$ cat config.mk
export PLATFORM = sky130hd
export DESIGN_NAME = bit_stream_sequencer
export DESIGN_NICKNAME = d
export VERILOG_FILES = /design/src/rtl/bit_stream_sequencer.sv
export SDC_FILE = /design/constraint.sdc
export NUM_CORES = 1
export LEC_CHECK = 0
export BUFFER_PORTS_ARGS = -buffer_cell sky130_fd_sc_hd__buf_2
export CAP_MARGIN = 20
export CORE_MARGIN = 4
export CORE_UTILIZATION = 31
export CTS_CLUSTER_DIAMETER = 80
export DETAILED_ROUTE_END_ITERATION = 8
export GPL_ROUTABILITY_DRIVEN = 1
export PLACE_DENSITY = 0.49
export REMOVE_ABC_BUFFERS = 1
export SETUP_SLACK_MARGIN = 0.5
export SLEW_MARGIN = 30
export SYNTH_ARGS = -nofsm -noshare
export SYNTH_HDL_FRONTEND = slang
export SYNTH_SLANG_ARGS = --single-unit
$ cat constraint.sdc
create_clock -name clk -period 3.5 [get_ports clk]
set_input_delay 0.875 -clock clk [delete_from_list [all_inputs] [get_ports clk]]
set_output_delay 0.875 -clock clk [all_outputs]
set_load 0.01 [all_outputs]
$ cat src/rtl/bit_stream_sequencer.sv
// Serialises BURST_WORDS 16-bit words per frame, MSB first, with ready/valid
// handshakes on both sides and a one-cycle GAP bubble between words.
module bit_stream_sequencer #(
    parameter int BURST_WORDS = 4
) (
    input  logic        clk,
    input  logic        reset,
    input  logic        word_valid,
    input  logic [15:0] word_in,
    output logic        word_ready,
    input  logic        bit_ready,
    input  logic        abort,
    output logic        bit_out,
    output logic        bit_valid,
    output logic        bit_last,
    output logic [3:0]  sel_count,
    output logic        sel_lock,
    output logic        frame_done,
    output logic        busy
);

    typedef enum logic [1:0] {
        IDLE   = 2'd0,
        STREAM = 2'd1,
        GAP    = 2'd2
    } state_t;

    localparam logic [7:0] BURST_W    = 8'(BURST_WORDS);
    localparam logic [7:0] BURST_LAST = BURST_W - 8'd1;

    state_t      state_r, state_next_s;
    logic [3:0]  count_r, count_next_s;
    logic [7:0]  words_r, words_next_s;
    logic [15:0] word_r, word_next_s;
    logic        done_next_s;
    logic        bit_out_r;
    logic        bit_last_r;
    logic        frame_done_r;

    // Next-state, counters and holding-register update; abort overrides all.
    always_comb begin
        state_next_s = state_r;
        count_next_s = count_r;
        words_next_s = words_r;
        word_next_s  = word_r;
        done_next_s  = 1'b0;
        case (state_r)
            IDLE, GAP: begin
                if (word_valid) begin
                    word_next_s  = word_in;
                    count_next_s = 4'd0;
                    state_next_s = STREAM;
                end else begin
                    state_next_s = state_r;
                end
            end
            STREAM: begin
                if (bit_ready) begin
                    if (count_r == 4'd15) begin
                        count_next_s = 4'd0;
                        if ((words_r + 8'd1) == BURST_W) begin
                            words_next_s = 8'd0;
                            state_next_s = IDLE;
                            done_next_s  = 1'b1;
                        end else begin
                            words_next_s = words_r + 8'd1;
                            state_next_s = GAP;
                        end
                    end else begin
                        count_next_s = count_r + 4'd1;
                    end
                end else begin
                    count_next_s = count_r;
                end
            end
            default: begin
                state_next_s = IDLE;
                count_next_s = 4'd0;
                words_next_s = 8'd0;
            end
        endcase
        if (abort) begin
            state_next_s = IDLE;
            count_next_s = 4'd0;
            words_next_s = 8'd0;
            word_next_s  = word_r;
            done_next_s  = 1'b0;
        end else begin
            done_next_s  = done_next_s;
        end
    end

    // State and datapath registers; bit_out/bit_last are precomputed from next values.
    always_ff @(posedge clk or posedge reset) begin
        if (reset) begin
            state_r      <= IDLE;
            count_r      <= 4'd0;
            words_r      <= 8'd0;
            word_r       <= 16'd0;
            bit_out_r    <= 1'b0;
            bit_last_r   <= 1'b0;
            frame_done_r <= 1'b0;
        end else begin
            state_r      <= state_next_s;
            count_r      <= count_next_s;
            words_r      <= words_next_s;
            word_r       <= word_next_s;
            bit_out_r    <= word_next_s[4'd15 - count_next_s];
            bit_last_r   <= (state_next_s == STREAM) && (count_next_s == 4'd15) &&
                            (words_next_s == BURST_LAST);
            frame_done_r <= done_next_s;
        end
    end

    // word_ready is also masked by reset so it reads 0 while reset is held.
    assign word_ready = (state_r != STREAM) & ~reset;
    assign bit_valid  = (state_r == STREAM);
    assign sel_lock   = (state_r != STREAM);
    assign busy       = (state_r != IDLE);
    assign sel_count  = count_r;
    assign bit_out    = bit_out_r;
    assign bit_last   = bit_last_r;
    assign frame_done = frame_done_r;

endmodule
==> results.py, run 1 <==
metrics = {
    "status": {
        "status": "finished clean",
    },
    "floorplanning": {
        "row_count": 29,
        "fp.dieW_um": 88.8,
        "pin_count": 32,
        "fp.dieH_um": 88.8,
        "start_util_pct": 31.9,
        "dieArea_sq_mm": 0.00789,
        "core_sq_mm": 0.00635,
    },
    "critical_path": {
        "critPathMostFrequentCell": "or4_1",
        "crit_fanout": 11,
        "path_delay_family": "simple AND/OR/NAND/NOR gates",
        "start_kind": "primary input",
        "cpPeakStageDelay_ps": 520,
        "path_class": "in -> reg",
        "crit_chain": "buf_2, nand4b_4, nor2b_1, a311o_1, or4_1, or4_1, nor4b_2",
        "cp_data_arrival_time_ps": 3040,
        "cp-end-kind": "flop",
        "path_buf_inv": 1,
        "critPathSlowestCell": "or4_1",
        "cp_data_required_time_ps": 3690,
    },
    "yosys": {
        "synthFlopType": "dfrtp_1",
        "synth_top_family_by_area": "simple AND/OR/NAND/NOR gates",
        "ys_ff_latch": 33,
        "synth_compound_area_share_pct": 15.6,
        "syn_area_sq_mm": 0.00202,
        "async_reset_ff_share_pct": 100,
        "synthAdderAreaFrac_pct": 1.85,
        "synthMuxAreaShare_pct": 9.39,
        "yosysUniqueCellTypes": 52,
        "avgSynthCellArea_sq_um": 9.69,
        "synth_warnings": 0,
        "synthCells": 209,
        "synth-edff-count": 0,
        "yosysSeqAreaShare_pct": 40.8,
        "yosys.area_share.simple_pct": 26.9,
        "synth_xor_area_share_pct": 0,
    },
    "global_route": {
        "gr-total-overflow": 0,
        "grt_usage_pct": 13.7,
        "antenna_found_initial": 0,
        "grt_first_pass_wirelength_mm": 8.31,
        "grt_max_degree": 23,
        "grt_pass1_vias": 1664,
    },
    "layout": {
        "syn_to_final_growth_pct": 14.5,
        "final_cell_mix": "31 x dfrtp_1, 31 x buf_2, 26 x nor2_1",
        "fillers": 648,
        "drive_gt1_share_pct": 28.9,
        "diodes": 0,
        "nNetsFinal": 262,
        "multi_input_comb_area_sq_mm": 0.00109,
        "area.sequential_sq_um": 828,
        "fin_util_pct": 36.5,
    },
    "clocking": {
        "worstSkewPairLatency_ps": 280,
        "cts_setup_buffers": 0,
        "clock-sinks": 33,
        "clockRootBuffer": "clkbuf_8",
        "cts_tree": "built",
        "cts_buffers": 5,
        "clk_path_buf_depth": 2,
        "hold_buffers": 0,
        "clk_pin_slew_worst_paths_ps": 70,
        "h-tree-depth": 2,
    },
    "flow_run": {
        "maxCapViolCount": 0,
    },
    "sta": {
        "finalHoldViolCount": 0,
        "timing.final.crit_share_pct": 81.3,
        "setup_viol": 0,
        "tns_ps": 0,
        "clock.fmax_mhz": 351,
        "drv_slew": 0,
        "fin_crit_ps": 2850,
        "fin_worst_skew_ps": 3.49,
        "slew_headroom_pct": 55.3,
        "rsz0062_at_grt": "no",
        "tightest_slew_ps": 670,
    },
    "power_and_ir_drop": {
        "p_sw_share_pct": 26.7,
        "power_density_mw_per_mm2": 363,
        "p_switching_mw": 0.225,
        "p_clk_share_pct": 33.6,
        "intPower_mw": 0.617,
        "irDropWorstVdd_mv": 0.244,
        "seqPwrFrac_pct": 51.6,
        "pwr-share-comb_pct": 14.8,
        "total_power_mw": 0.842,
        "leakage_nw": 1.00,
    },
    "placed_design": {
        "gp_congestion": 0.757,
        "hpwl_mm": 3.70,
        "numPortBuffers": 31,
    },
    "routing": {
        "ant_nets": 0,
        "routed_via_density": 5.39,
        "dr.first_iter.drc_count": 152,
        "via_count": 1702,
        "wl_per_cell_um": 15.9,
        "drc": 0,
        "first_pass_iters": 4,
        "routed_wl_mm": 5.04,
    },
    "min_path": {
        "min_path_type": "reg -> reg",
    },
}
-- registers in the layout (all words and copies together), names as in the netlist --
| signal | count |
|---|---|
| word_r | 16 |
| words_r | 8 |
| sel_count | 4 |
| state_r | 2 |
| bit_last | 1 |
| bit_out | 1 |
| frame_done | 1 |
-- per-layer routing --
layer	global-route usage (%)	part of all wire [%]	vias up
met5	0	0	-
met3	3.17	4.6	6
met2	22.4	49	44
met4	3.71	1.1	0
met1	18.2	45	811
li1	-	-	841
-- worst paths after layout --
check | startpoint | to | slack (ps) | cells past startpoint
setup / recovery | bit_ready | bit_last$_DFF_PP0_ | 650 | 7
hold / removal | word_r[9]$_DFF_PP0_ | word_r[9]$_DFF_PP0_ | 500 | 1
setup reg to reg | state_r[0]$_DFF_PP0_ | bit_last$_DFF_PP0_ | 710 | 6
hold reg to reg | word_r[9]$_DFF_PP0_ | word_r[9]$_DFF_PP0_ | 500 | 1
max in group asynchronous | reset | words_r[0]$_DFF_PP0_ | 2110 | 3
min in group asynchronous | reset | sel_count[0]$_DFF_PP0_ | 690 | 2
-- synth_stat cells, drive strengths merged, types with 2 or more instances --
| master | number | area (sq um) |
|---|---|---|
| dfrtp | 33 | 826 |
| nand3 | 4 | 20.0 |
| nor2b | 5 | 31.3 |
| or2 | 2 | 12.5 |
| nand3b | 5 | 37.5 |
| nor4b | 3 | 32.5 |
| nand4 | 2 | 12.5 |
| nor3b | 2 | 20.0 |
| mux2 | 16 | 180 |
| o21ai | 10 | 50.1 |
| or4 | 6 | 45.0 |
| inv | 7 | 26.3 |
| a211oi | 4 | 30.0 |
| nor2 | 26 | 97.6 |
| ha | 3 | 37.5 |
| a311o | 3 | 30.0 |
| nor4 | 7 | 43.8 |
| nand2b | 6 | 37.5 |
| nand2 | 11 | 41.3 |
| clkbuf | 5 | 18.8 |
| a21bo | 2 | 20.0 |
| nor3 | 3 | 15.0 |
| and3 | 3 | 18.8 |
| a21oi | 7 | 35.0 |
| buf | 8 | 61.3 |
| a41o | 2 | 20.0 |
| and4 | 2 | 17.5 |
| o221ai | 2 | 17.5 |
-- worst register-to-register path, cell delays in order (launching register included) --
cell and delay [ps]:
dfrtp_1 690, nand4b_4 270, nor2b_1 200, a311o_1 380
or4_1 520, or4_1 420, nor4b_2 210
-- logic make-up (layout without fill, tap and decap cells) --
| kind of cell | count (synthesis) | count (layout) |
|---|---|---|
| flops | 33 | 33 |
| fa+ha+maj | 3 | 3 |
| compound gates | 43 | 43 |
| mux | 17 | 17 |
| simple gates | 92 | 92 |
| buf+inv | 21 | 51 |
-- what timing repair did --
action | in CTS | in global routing
endpoints found under the hold margin | 0 | 0
setup endpoints to repair | 0 | 1
gates resized for setup | 0 | 3
-- power by group through the flow --
stage / clock network (mW) / logic (mW) / registers [mW]
floorplan: 0 / 0.0819 / 0.440
global placement: 0 / 0.127 / 0.442
detailed placement: 0 / 0.128 / 0.443
CTS: 0.291 / 0.129 / 0.435
global route: 0.315 / 0.141 / 0.439
finish: 0.283 / 0.124 / 0.435
-- stage by stage --
stage / cell area, sq um / cells / hold WS [ps] / worst slack, ps
4_1_cts: 2310 / 316 / 508 / 607
3_5_place_dp: 2230 / 308 / 487 / 350
6_report: 2320 / 316 / 504 / 654
3_3_place_gp: 2230 / 308 / 484 / 384
5_1_grt: 2320 / 316 / 519 / 533
2_1_floorplan: 1940 / 196 / 473 / 763
-- area by class of cell --
cell class | instances | area share, %
sequential | 33 | 35.7
multi-input combinational | 155 | 47.1
inverter | 8 | 1.30
clock buffer | 5 | 2.97
clock inverter | 3 | 0.756
tap | 77 | 4.16
timing repair buffer | 35 | 7.99
Note: power is estimated with default switching activity, not from simulation.
==> inputs of run 2 (changes only) <==
PLACE_DENSITY = 0.51   (was 0.49)
clock period = 2.6 ns   (was 3.5 ns; I/O delays follow)
==> run 2 against run 1 <==
  * Critical path depth unchanged
  * Register-to-register slack got worse by 630 ps
  * Clock skew increased by 1.2 ps
  * Sequential power rose by 34%
  * Routed wire length rose by 5.4%
  * Die area unchanged
  * Highest routed layer unchanged
  * Via count increased by 6.6%
  * Clock-buffer cell count up 1
  * Non-clock buffer count increased by 32
==> results.py, run 2 (synthesis results as in run 1) <==
metrics = {
    "status": {
        "status": "finished clean",
    },
    "layout": {
        "largest_register": "word_r",
        "largest_reg_flops": 16,
        "nNetsFinal": 295,
        "drive_gt1_share_pct": 44.6,
        "final_area_sq_mm": 0.00274,
        "layout_commonest_cell": "dfrtp_1",
        "final_cell_mix": "32 x dfrtp_1, 30 x buf_4, 29 x buf_2",
        "fin_util_pct": 43.1,
        "diodes": 0,
        "syn_to_final_growth_pct": 35.2,
    },
    "power_and_ir_drop": {
        "p_sw_share_pct": 25.5,
        "seqPwrFrac_pct": 48.7,
        "p_clk_share_pct": 32.1,
        "total_power_mw": 1.20,
        "irDropWorstVdd_mv": 0.348,
        "power_density_mw_per_mm2": 440,
        "p_switching_mw": 0.307,
        "leakage_nw": 1.21,
        "intPower_mw": 0.896,
        "pwr-share-comb_pct": 19.3,
    },
    "floorplanning": {
        "core_sq_mm": 0.00635,
        "start_util_pct": 31.9,
        "fp.dieH_um": 88.8,
        "row_count": 29,
        "fp.dieW_um": 88.8,
        "dieArea_sq_mm": 0.00789,
        "pin_count": 32,
    },
    "clocking": {
        "cts_buffers": 5,
        "clk_path_buf_depth": 2,
        "clock-sinks": 33,
        "clockRootBuffer": "clkbuf_8",
        "worstSkewPairLatency_ps": 280,
        "h-tree-depth": 2,
        "clk_pin_slew_worst_paths_ps": 70,
        "hold_buffers": 0,
        "cts_tree": "built",
    },
    "sta": {
        "rsz0062_at_grt": "yes",
        "hold_ws_ps": 464,
        "fin_crit_ps": 2520,
        "setup_viol": 0,
        "drv_slew": 0,
        "fin_worst_skew_ps": 4.65,
        "slew_headroom_pct": 67.4,
        "tightest_slew_ps": 481,
        "finalHoldViolCount": 0,
        "timing.final.crit_share_pct": 96.9,
        "clock.fmax_mhz": 397,
    },
    "routing": {
        "drc": 0,
        "via_count": 1815,
        "wl_per_cell_um": 15.3,
        "routed_via_density": 5.22,
        "first_pass_iters": 4,
        "routed_wl_mm": 5.31,
        "ant_nets": 0,
        "dr.first_iter.drc_count": 77,
    },
    "critical_path": {
        "path_class": "reg -> reg",
        "r2r_cells": 7,
        "cp-end-kind": "flop",
        "cp_data_arrival_time_ps": 2710,
        "start_kind": "flop",
        "timing.rr.start": "sel_count[1]$_DFF_PP0_",
        "r2r_end": "bit_last$_DFF_PP0_",
        "r2r_slack_ps": 80,
        "crit_fanout": 5,
        "cp_data_required_time_ps": 2790,
    },
    "global_route": {
        "antenna_found_initial": 0,
        "grt_pass1_vias": 1844,
        "grt_usage_pct": 14.7,
        "grt_first_pass_wirelength_mm": 9.05,
        "gr-total-overflow": 0,
        "grt_max_degree": 34,
    },
    "placed_design": {
        "hpwl_mm": 3.89,
        "post_dp_cell_area_sq_mm": 0.00246,
        "gp_congestion": 0.803,
        "numPortBuffers": 31,
    },
    "min_path": {
        "min_path_type": "in -> async",
    },
    "flow_run": {
        "maxCapViolCount": 0,
    },
}
==> run 2: area by class of cell <==
| type | instances | area (sq um) |
|---|---|---|
| repair buffers | 67 | 485 |
| clock inverters | 1 | 7.51 |
| inverters | 8 | 32.5 |
| repair inverters | 1 | 7.51 |
| well taps | 77 | 96.3 |
| fillers | 627 | 3610 |
| multi-input cells | 155 | 1200 |
| clock buffers | 6 | 82.6 |
| flip-flops and latches | 33 | 827 |
==> run 2: power by group through the flow <==
stage                     clock (mW)  sequential (mW)  combinational (mW)
after floorplan                    0            0.592               0.110
after global placement             0            0.591               0.195
after detailed placement           0            0.593               0.197
after CTS                      0.407            0.585               0.211
after global routing           0.431            0.590               0.257
final                          0.386            0.585               0.232
==> run 2: routing by layer <==
layer	vias up	GRT usage (%)	part of all wire (%)	routed length [um]
li1	900	-	-	-
met3	5	3.54	3.8	201
met1	882	18.5	44	2340
met5	-	0	0	0
met4	0	3.57	0.75	40
met2	28	25.4	51	2730
==> run 2: worst max-delay path: stages (launching register included) <==
cell and delay (ps):
dfrtp_1 390, ha_4 190, a41o_1 210, a21oi_2 70, a311o_1 330, or4_1 520
or4_4 510, nor4b_4 210
==> run 2: how the worst max path moves through the flow <==
stage / from / end / slack, ps / depth (start not counted)
2_1_floorplan: sel_count[0]$_DFF_PP0_ / bit_last$_DFF_PP0_ / -20 / 7
3_3_place_gp: bit_ready / bit_last$_DFF_PP0_ / -120 / 7
3_5_place_dp: bit_ready / bit_last$_DFF_PP0_ / -150 / 7
4_1_cts: sel_count[1]$_DFF_PP0_ / bit_last$_DFF_PP0_ / 80 / 8
5_1_grt: sel_count[1]$_DFF_PP0_ / bit_last$_DFF_PP0_ / -40 / 7
6_report: sel_count[1]$_DFF_PP0_ / bit_last$_DFF_PP0_ / 80 / 7
==> run 2: through the flow <==
step | setup TNS (ps) | setup WS [ps] | cells
floorplan | -19.0 | -19.0 | 196
global placement | -119 | -119 | 337
detailed placement | -150 | -150 | 337
CTS | 0 | 83.0 | 347
global route | -43.0 | -43.0 | 348
finish | 0 | 80.6 | 348
==> run 2: repair_timing <==
| item | CTS | global route |
|---|---|---|
| endpoints found under the setup margin | 2 | 3 |
| gates resized for setup | 8 | 39 |
| setup buffers | 2 | 0 |
| gates cloned | 1 | 1 |
| pin swaps | 4 | 9 |
==> inputs of run 3 (changes only) <==
--- a/config.mk
+++ b/config.mk
@@ -9,3 +9,2 @@
 export CAP_MARGIN = 20
-export CORE_MARGIN = 4
 export CORE_UTILIZATION = 31
--- a/constraint.sdc
+++ b/constraint.sdc
@@ -3,2 +3,2 @@
 set_output_delay 0.65 -clock clk [all_outputs]
-set_load 0.01 [all_outputs]
+set_load 0.005 [all_outputs]
==> run 3 against run 2 <==
  * Worst setup slack improved by 11 ps
  * First-iteration DRC count is 1.3% higher
  * Clock power increased by 32%
  * Die area shrank 13%
  * Non-clock buffer count rose by 8
  * Hold slack worse by 15 ps
  * Clock skew grew 7.0 ps
  * Power up 12%
  * Critical path depth is 1 higher
  * Sequential share of layout area down 1.3 points
  * Final area grew 4.8%
  * Final cell count rose by 2.6%
  * Critical endpoint unchanged
==> results.py, run 3 (synthesis results as in run 1) <==
metrics = {
    "status": {
        "status": "finished clean",
    },
    "routing": {
        "via_count": 1896,
        "ant_nets": 0,
        "routed_wl_mm": 5.43,
        "drc": 0,
        "first_pass_iters": 4,
        "routed_via_density": 5.31,
        "wl_per_cell_um": 15.2,
        "dr.first_iter.drc_count": 78,
    },
    "sta": {
        "fin_crit_ps": 2510,
        "drv_slew": 0,
        "timing.final.crit_share_pct": 96.5,
        "finalHoldViolCount": 0,
        "hold_ws_ps": 449,
        "fin_worst_skew_ps": 11.6,
        "setup_viol": 0,
        "clock.fmax_mhz": 399,
        "tns_ps": 0,
        "rsz0062_at_grt": "yes",
        "tightest_slew_ps": 524,
        "slew_headroom_pct": 64.6,
    },
    "layout": {
        "nNetsFinal": 303,
        "final_cell_mix": "36 x buf_4, 31 x dfrtp_1, 30 x buf_2",
        "largest_reg_flops": 16,
        "fillers": 635,
        "layout_commonest_cell": "buf_4",
        "syn_to_final_growth_pct": 41.7,
        "drive_gt1_share_pct": 45.7,
        "diodes": 0,
        "largest_register": "word_r",
    },
    "global_route": {
        "grt_first_pass_wirelength_mm": 8.90,
        "grt_pass1_vias": 1881,
        "grt_usage_pct": 15.8,
        "use_met3_pct": 3.78,
        "grt_max_degree": 34,
        "antenna_found_initial": 0,
        "busiest_layer": "met2",
        "gr-total-overflow": 0,
        "met1_usage_pct": 19.8,
        "use_met2_pct": 27.1,
    },
    "min_path": {
        "min_path_type": "in -> async",
    },
    "floorplanning": {
        "dieArea_sq_mm": 0.00686,
        "core_sq_mm": 0.00631,
        "start_util_pct": 32.1,
        "row_count": 29,
        "pin_count": 32,
        "fp.dieH_um": 82.8,
        "fp.dieW_um": 82.8,
    },
    "critical_path": {
        "path_buf_inv": 1,
        "path_class": "reg -> reg",
        "cp_data_arrival_time_ps": 2690,
        "cpPeakStageDelay_ps": 520,
        "critPathSlowestCell": "or4_1",
        "cp-end-kind": "flop",
        "cp_data_required_time_ps": 2790,
        "crit_chain": "ha_4, nand4b_4, buf_6, nor2_1, a311o_1, or4_1, or4_4, nor4b_2",
        "path_delay_family": "simple AND/OR/NAND/NOR gates",
        "crit_fanout": 5,
        "start_kind": "flop",
    },
    "clocking": {
        "clk_path_buf_depth": 2,
        "clock-sinks": 33,
        "worstSkewPairLatency_ps": 290,
        "clockRootBuffer": "clkbuf_8",
        "cts_tree": "built",
        "h-tree-depth": 2,
        "hold_buffers": 0,
        "cts_buffers": 5,
        "clk_pin_slew_worst_paths_ps": 70,
    },
    "placed_design": {
        "numPortBuffers": 31,
        "hpwl_mm": 3.78,
        "gp_congestion": 0.785,
    },
    "flow_run": {
        "maxCapViolCount": 0,
    },
    "power_and_ir_drop": {
        "leakage_nw": 1.29,
        "irDropWorstVdd_mv": 0.351,
        "power_density_mw_per_mm2": 471,
    },
}
## run 3: cell type report
type / instances / area, sq um / share of cell area (%)
Timing Repair Buffer: 75 / 569 / 19.9
Sequential cell: 33 / 828 / 28.9
Inverter: 8 / 31.3 / 1.09
Timing Repair inverter: 1 / 3.75 / 0.131
Clock inverter: 2 / 37.5 / 1.31
Clock buffer: 6 / 82.6 / 2.88
Multi-Input combinational cell: 155 / 1220 / 42.5
Tap cell: 77 / 96.3 / 3.36
## run 3: repair_timing
action / CTS / global route
setup endpoints to repair: 2 / 2
gates cloned: 1 / 0
pin swaps: 6 / 13
resized for setup: 13 / 41
setup buffers: 1 / 8
## run 3: where the power goes
group	leakage (nW)	internal, mW	switching [mW]	total [mW]
clock	0.0574	0.312	0.196	0.508
sequential	0.419	0.567	0.0155	0.582
combinational	0.816	0.144	0.116	0.260
total	1.29	1.02	0.328	1.35
## run 3: stage by stage
| step | cell area [sq um] | total power [mW] | cells | setup slack [ps] | util, % |
|---|---|---|---|---|---|
| 6_report | 2870 | 1.35 | 357 | 91.9 | 45.4 |
| 5_1_grt | 2870 | 1.41 | 357 | -56.9 | 45.4 |
| 4_1_cts | 2640 | 1.30 | 349 | 76.6 | 41.7 |
| 3_5_place_dp | 2470 | 0.788 | 339 | -129 | 39.1 |
| 3_3_place_gp | 2470 | 0.785 | 339 | -129 | 39.1 |
| 2_1_floorplan | 1940 | 0.699 | 196 | 21.7 | - |
## run 3: path summary, 6_finish.rpt
| kind | start | end | slack [ps] | cells after the start |
|---|---|---|---|---|
| max in group asynchronous | reset | sel_count[2]$_DFF_PP0_ | 1830 | 3 |
| worst min-delay path | reset | frame_done$_DFF_PP0_ | 450 | 3 |
| worst max register to register | sel_count[1]$_DFF_PP0_ | bit_last$_DFF_PP0_ | 90 | 8 |
| worst max-delay path | sel_count[1]$_DFF_PP0_ | bit_last$_DFF_PP0_ | 90 | 8 |
| min in group clk | word_r[9]$_DFF_PP0_ | word_r[9]$_DFF_PP0_ | 500 | 1 |
| worst min register to register | word_r[9]$_DFF_PP0_ | word_r[9]$_DFF_PP0_ | 500 | 1 |
## run 3: routing by layer
layer	wire length [um]	part of all wire (%)	up-vias
li1	-	-	919
met1	2470	45	914
met2	2670	49	49
met3	180	3.3	14
met4	112	2.1	0
met5	0	0	-
## run 3: worst register-to-register path, cell delays in order, from the launching register on
cell	delay (ps)
dfrtp_1	410
ha_4	190
nand4b_4	110
buf_6	120
nor2_1	80
a311o_1	280
or4_1	520
or4_4	490
nor4b_2	210
